[src/rtl/cla_pkg.sv]
// Shared definitions for the pipelined carry-lookahead adder/subtractor pair.
// Carries the KPG (kill/propagate/generate) encoding, the default operand
// width and the latency helper, so that both datapaths agree on them.
package cla_pkg;

    // Two-bit KPG symbol carried through the prefix network
    typedef logic [1:0] kpg_t;

    localparam kpg_t KPG_K = 2'b00;
    localparam kpg_t KPG_P = 2'b01;
    localparam kpg_t KPG_G = 2'b10;

    localparam int CLA_DEFAULT_WIDTH = 16;

    // Input register + one register per prefix level + output register
    function automatic int cla_latency(input int w);
        return $clog2(w) + 2;
    endfunction

    // Classify a single bit position from its propagate/generate pair
    function automatic kpg_t kpg_encode(input logic p, input logic g);
        kpg_t sym;
        if (g) begin
            sym = KPG_G;
        end else if (p) begin
            sym = KPG_P;
        end else begin
            sym = KPG_K;
        end
        return sym;
    endfunction

endpackage

[src/rtl/cla_subtractor_pipe_kpg_cell.sv]
// One node of the parallel-prefix network: merges the KPG symbol of a
// higher span (hi) with the symbol of the span directly below it (lo).
module kpg_cell
    import cla_pkg::*;
(
    input  kpg_t hi,
    input  kpg_t lo,
    output kpg_t out
);

    // A kill or generate above decides the carry; a propagate defers to lo
    always_comb begin
        out = KPG_K;
        case (hi)
            KPG_G:   out = KPG_G;
            KPG_P:   out = lo;
            default: out = KPG_K;
        endcase
    end

endmodule

[src/rtl/cla_subtractor_pipe.sv]
// Pipelined Kogge-Stone subtractor: diff = a - b - bin, evaluated as
// a + ~b + ~bin through the same KPG prefix network as the CLA adder.
// One prefix level per stage, so a new operation may enter every cycle.
// Optional macro CLA_SUB_FLAGS_EN adds registered zero/neg/ovf flags;
// without it those outputs are constant 0 and no flag flops exist.
module cla_subtractor_pipe
    import cla_pkg::*;
#(
    parameter int WIDTH = CLA_DEFAULT_WIDTH
) (
    input  logic             clk,
    input  logic             rst_n,
    input  logic             in_valid,
    input  logic             stall,
    input  logic [WIDTH-1:0] a,
    input  logic [WIDTH-1:0] b,
    input  logic             bin,
    output logic             out_valid,
    output logic [WIDTH-1:0] diff,
    output logic             bout,
    output logic             zero,
    output logic             neg,
    output logic             ovf
);

    // WIDTH is expected to be a power of two, at least 4
    localparam int LEVELS = $clog2(WIDTH);
    localparam int LAT    = cla_latency(WIDTH);

    // Entry 0 of every KPG vector is the carry-in (bit -1); entry i+1 is bit i.
    // Index 0 of the outer dimension is the input register, index k is level k.
    kpg_t [LEVELS:0][WIDTH:0] kpg_q, kpg_d;
    logic [LEVELS:0][WIDTH-1:0] p_q, p_d;
    logic [LEVELS:0] cin_q, cin_d;
    kpg_t [LEVELS:1][WIDTH:0] lvl_comb;

    logic [LAT-1:0] valid_q, valid_d;

    logic [WIDTH-1:0] diff_q, diff_d, diff_calc;
    logic bout_q, bout_d, bout_calc;
    logic [WIDTH:0] carry;

    // Kogge-Stone combine network between consecutive prefix registers
    for (genvar k = 1; k <= LEVELS; k++) begin : g_level
        localparam int D = 1 << (k - 1);
        for (genvar j = 0; j <= WIDTH; j++) begin : g_bit
            if (j >= D) begin : g_cell
                kpg_cell u_cell (
                    .hi  (kpg_q[k-1][j]),
                    .lo  (kpg_q[k-1][j-D]),
                    .out (lvl_comb[k][j])
                );
            end else begin : g_pass
                assign lvl_comb[k][j] = kpg_q[k-1][j];
            end
        end
    end

    // Input register and prefix levels advance together unless stalled
    always_comb begin
        kpg_d = kpg_q;
        p_d   = p_q;
        cin_d = cin_q;
        if (!stall) begin
            kpg_d[0][0] = bin ? KPG_K : KPG_G;
            for (int i = 0; i < WIDTH; i++) begin
                kpg_d[0][i+1] = kpg_encode(a[i] ^ ~b[i], a[i] & ~b[i]);
            end
            p_d[0]   = a ^ ~b;
            cin_d[0] = ~bin;
            for (int k = 1; k <= LEVELS; k++) begin
                kpg_d[k] = lvl_comb[k];
                p_d[k]   = p_q[k-1];
                cin_d[k] = cin_q[k-1];
            end
        end
    end

    // Resolve carries; entry WIDTH may still read P because its span stops
    // just short of the carry-in, so a remaining P takes the delayed cin
    always_comb begin
        carry = '0;
        for (int j = 0; j <= WIDTH; j++) begin
            carry[j] = (kpg_q[LEVELS][j] == KPG_G) |
                       ((kpg_q[LEVELS][j] == KPG_P) & cin_q[LEVELS]);
        end
        diff_calc = p_q[LEVELS] ^ carry[WIDTH-1:0];
        bout_calc = ~carry[WIDTH];
    end

    // Output register holds the previous result while stalled
    always_comb begin
        diff_d = diff_q;
        bout_d = bout_q;
        if (!stall) begin
            diff_d = diff_calc;
            bout_d = bout_calc;
        end
    end

    // Valid shift register mirrors the data stages one-for-one
    always_comb begin
        valid_d = valid_q;
        if (!stall) begin
            valid_d = {valid_q[LAT-2:0], in_valid};
        end
    end

    // All datapath and valid state clears immediately on reset
    always_ff @(posedge clk or negedge rst_n) begin
        if (!rst_n) begin
            kpg_q   <= '0;
            p_q     <= '0;
            cin_q   <= '0;
            valid_q <= '0;
            diff_q  <= '0;
            bout_q  <= 1'b0;
        end else begin
            kpg_q   <= kpg_d;
            p_q     <= p_d;
            cin_q   <= cin_d;
            valid_q <= valid_d;
            diff_q  <= diff_d;
            bout_q  <= bout_d;
        end
    end

    assign out_valid = valid_q[LAT-1];
    assign diff      = diff_q;
    assign bout      = bout_q;

`ifdef CLA_SUB_FLAGS_EN

    // Operand sign bits travel with the data so overflow can be judged
    // against the final difference
    logic [LEVELS:0] msb_a_q, msb_a_d;
    logic [LEVELS:0] msb_b_q, msb_b_d;
    logic zero_q, zero_d;
    logic neg_q, neg_d;
    logic ovf_q, ovf_d;

    // Sign-bit delay line and flag computation, frozen by stall
    always_comb begin
        msb_a_d = msb_a_q;
        msb_b_d = msb_b_q;
        zero_d  = zero_q;
        neg_d   = neg_q;
        ovf_d   = ovf_q;
        if (!stall) begin
            msb_a_d = {msb_a_q[LEVELS-1:0], a[WIDTH-1]};
            msb_b_d = {msb_b_q[LEVELS-1:0], b[WIDTH-1]};
            zero_d  = (diff_calc == '0);
            neg_d   = diff_calc[WIDTH-1];
            ovf_d   = (msb_a_q[LEVELS] != msb_b_q[LEVELS]) &&
                      (diff_calc[WIDTH-1] != msb_a_q[LEVELS]);
        end
    end

    // Flag registers share the datapath reset behaviour
    always_ff @(posedge clk or negedge rst_n) begin
        if (!rst_n) begin
            msb_a_q <= '0;
            msb_b_q <= '0;
            zero_q  <= 1'b0;
            neg_q   <= 1'b0;
            ovf_q   <= 1'b0;
        end else begin
            msb_a_q <= msb_a_d;
            msb_b_q <= msb_b_d;
            zero_q  <= zero_d;
            neg_q   <= neg_d;
            ovf_q   <= ovf_d;
        end
    end

    assign zero = zero_q;
    assign neg  = neg_q;
    assign ovf  = ovf_q;

`else

    assign zero = 1'b0;
    assign neg  = 1'b0;
    assign ovf  = 1'b0;

`endif

endmodule

[config.mk]
export PLATFORM = sky130hd
export DESIGN_NAME = cla_subtractor_pipe
export DESIGN_NICKNAME = d
export VERILOG_FILES = /design/src/rtl/cla_pkg.sv /design/src/rtl/cla_subtractor_pipe_kpg_cell.sv /design/src/rtl/cla_subtractor_pipe.sv
export SDC_FILE = /design/constraint.sdc
export NUM_CORES = 1
export LEC_CHECK = 0
export CAP_MARGIN = 20
export CORE_ASPECT_RATIO = 0.7
export CORE_UTILIZATION = 50
export CTS_CLUSTER_SIZE = 28
export DETAILED_ROUTE_END_ITERATION = 8
export PLACE_DENSITY = 0.68
export SYNTH_ARGS = -nofsm -noshare
export SYNTH_HDL_FRONTEND = slang
export SYNTH_SLANG_ARGS = --single-unit
[constraint.sdc]
create_clock -name clk -period 1.6 [get_ports clk]
set_clock_uncertainty 0.2 [all_clocks]
set_input_delay 0.24 -clock clk [delete_from_list [all_inputs] [get_ports clk]]
set_output_delay 0.24 -clock clk [all_outputs]
set_load 0.005 [all_outputs]
==> results.ini <==
[route]
drc_errors = 6
num_vias = 6795
ant_nets = 0
drt-pass1-iter-count = 6
viasPerCell = 5.000
drtIter0Drc = 365
wl_um = 19600
wire_per_inst_um = 14.42

[logic_synthesis]
ys.warnings.count = 0
yosys.area.top_type = dfrtp_1
netlist_area_sq_um = 11010
synth_top_area_share_pct = 51.36
synth_cell_types = 19
ys_seq_elements = 226
synth_area_leaders = dfrtp_1, ha_1, mux2_2
ys_seq_area_share_pct = 51.36
synth_area_per_cell_sq_um = 11.31
synth_cells = 974

[placed_design]
dp.cells = 1302
place_area_sq_um = 12020
dp_slack_ns = -0.02360
gp_congestion = 0.7486
io_buffers = 54
dp_hpwl_um = 14090

[clock_tree]
clk_latency_ns = 0.50
cts_buffers = 23
clkSinkCount = 226
cts_tree = yes
clockBufferDepth = 3
clk_pin_slew_ns = 0.06
cts_root_buf = clkbuf_16
htreeDepth = 1

[critical_path]
cp.depth = 1
critPathKind = reg2out
critical_path.cell_chain = dlygate4sd2_1
critPathTopFamily = flip-flops
cpMaxStageDelayCell = dfrtp_1
worstPathMaxFanout = 2
cp.arrival_ns = 1.14
critPathLaunchType = flop
cp_num_buf_inv = 1
slowest_delay_ns = 0.38
crit_path_end_kind = output pin
required_ns = 1.16
reg2regPathDepth = 3

[timing]
post-route-period-util_pct = 98.86
setup_viol = 0
period_needed_ns = 1.582
tns_ns = 0
final-hold-violation-count = 0
holdWs_ns = 0.03495
worst_slack_ns = 0.01828
final_max_slew_viol_count = 0
max_freq_mhz = 632.2

[grt]
grt_usage_pct = 18.35
grt_overflow_total = 0
antenna_found_initial = 0
grtUsageMet1_pct = 28.02
grt_max_degree = 45
grt_use_met3_pct = 2.989
top_usage_layer = met1
grt_first_pass_wirelength_um = 33480
first_global_vias = 6712
grt_use_met2_pct = 27.51

[die]
die_y_um = 126.2
die_w_um = 179.4
rows = 45
ios = 58
initial_utilization_pct = 50.93
core_sq_um = 21620
die-area_sq_um = 22630

[pwr]
ir_drop_mv = 0.6622
p_leak_nw = 6.000
total_power_mw = 14.83
p_per_area_nw_per_um2 = 1150

[final_layout]
area_growth_pct = 17.11
stdcell_count = 1359
diodes = 0
fin_nets = 1220
drive_gt1_share_pct = 17.27
final_area_sq_um = 12900
final_core_util_pct = 59.65

[hold_path]
hold_path_class = in2async

[job]
max_cap_viol_count = 0

[run_status]
status = complete, but fails checks
violations = DRC

## report_power, final
| part | total (mW) | switching, mW | internal [mW] |
|---|---|---|---|
| sequential | 7.18 | 0.673 | 6.51 |
| clock | 5.35 | 2.17 | 3.18 |
| combinational | 2.29 | 0.965 | 1.33 |
| total | 14.8 | 3.81 | 11.0 |
## final timing paths
| check | startpoint | endpoint | slack (ns) |
|---|---|---|---|
| setup / recovery | diff[11]$_DFFE_PN0N_ | diff[11] | 0.02 |
| hold / removal | rst_n | p_q[77]$_DFFE_PN0N_ | 0.03 |
| setup reg to reg | p_q[11]$_DFFE_PN0N_ | kpg_q[59]$_DFFE_PN0N_ | 0.21 |
| hold reg to reg | diff[0]$_DFFE_PN0N_ | diff[0]$_DFFE_PN0N_ | 0.28 |
| max in group asynchronous | rst_n | kpg_q[9]$_DFFE_PN0N_ | 0.60 |
| min in group clk | bin | cin_q[0]$_DFFE_PN0N_ | 0.09 |
## logic make-up after synthesis
logic type / after synthesis / synth area share, %
mux: 101 / 11.68
simple gates: 165 / 5.693
buf+inv: 165 / 6.783
fa+ha+maj: 122 / 13.86
flops: 226 / 51.36
compound gates: 178 / 9.317
other cells: 1 / 0.03405
xor+xnor: 16 / 1.273
## layout make-up
class / instances / area (sq um)
Fill cell: 1819 / 8725
Multi-Input combinational cell: 585 / 4617
Inverter: 123 / 461.7
Tap cell: 282 / 352.8
Sequential cell: 226 / 5655
Clock inverter: 6 / 61.31
Timing Repair Buffer: 102 / 1047
Clock buffer: 35 / 700.7
## synthesized netlist by cell type, drive strengths merged
cell	n
buf	38
o21ai	71
mux2	100
xnor2	16
mux2i	1
a21oi	53
and3b	1
ha	122
inv	123
conb	1
dfrtp	226
o31ai	54
nor2b	1
clkbuf	4
nand2	163
## cell usage in the layout, fill, tap and decap left out, types with 2 or more instances in the layout
cell             Yosys  layout
ha_1               122     122
xnor2_1             16      16
o21ai_1             21      21
dlygate4sd3_1        0       2
buf_4               12      35
dfrtp_1            226     226
conb_1               1       3
buf_8                0       2
clkbuf_1             4       4
clkdlybuf4s50_1      0      34
nand2_1            163     163
clkinv_2             0       3
inv_1              123     123
buf_12               0      11
clkbuf_8             0       8
a21oi_1             53      53
clkdlybuf4s15_1      0      16
clkbuf_16            0      23
mux2_4              40      40
o21ai_0             50      50
o31ai_1             54      54
mux2_2              60      60
## layer usage
layer,wire length (um),vias up
met5,0,-
met4,306,0
met3,694,28
met2,8243,93
met1,10360,3283
li1,-,3391
## timing repair
action / in CTS / in global routing
gates resized for setup: 23 / 13
hold endpoints to repair: 235 / 0
hold buffers: 2 / 0
setup endpoints to repair: 18 / 14
setup buffers: 7 / 7
## registers in the layout, summed over array words and instances (netlist names)
name     flops
kpg_q      118
p_q         80
diff        16
valid_q      6
cin_q        5
bout         1
No activity file was read; power rests on OpenSTA's default activity.
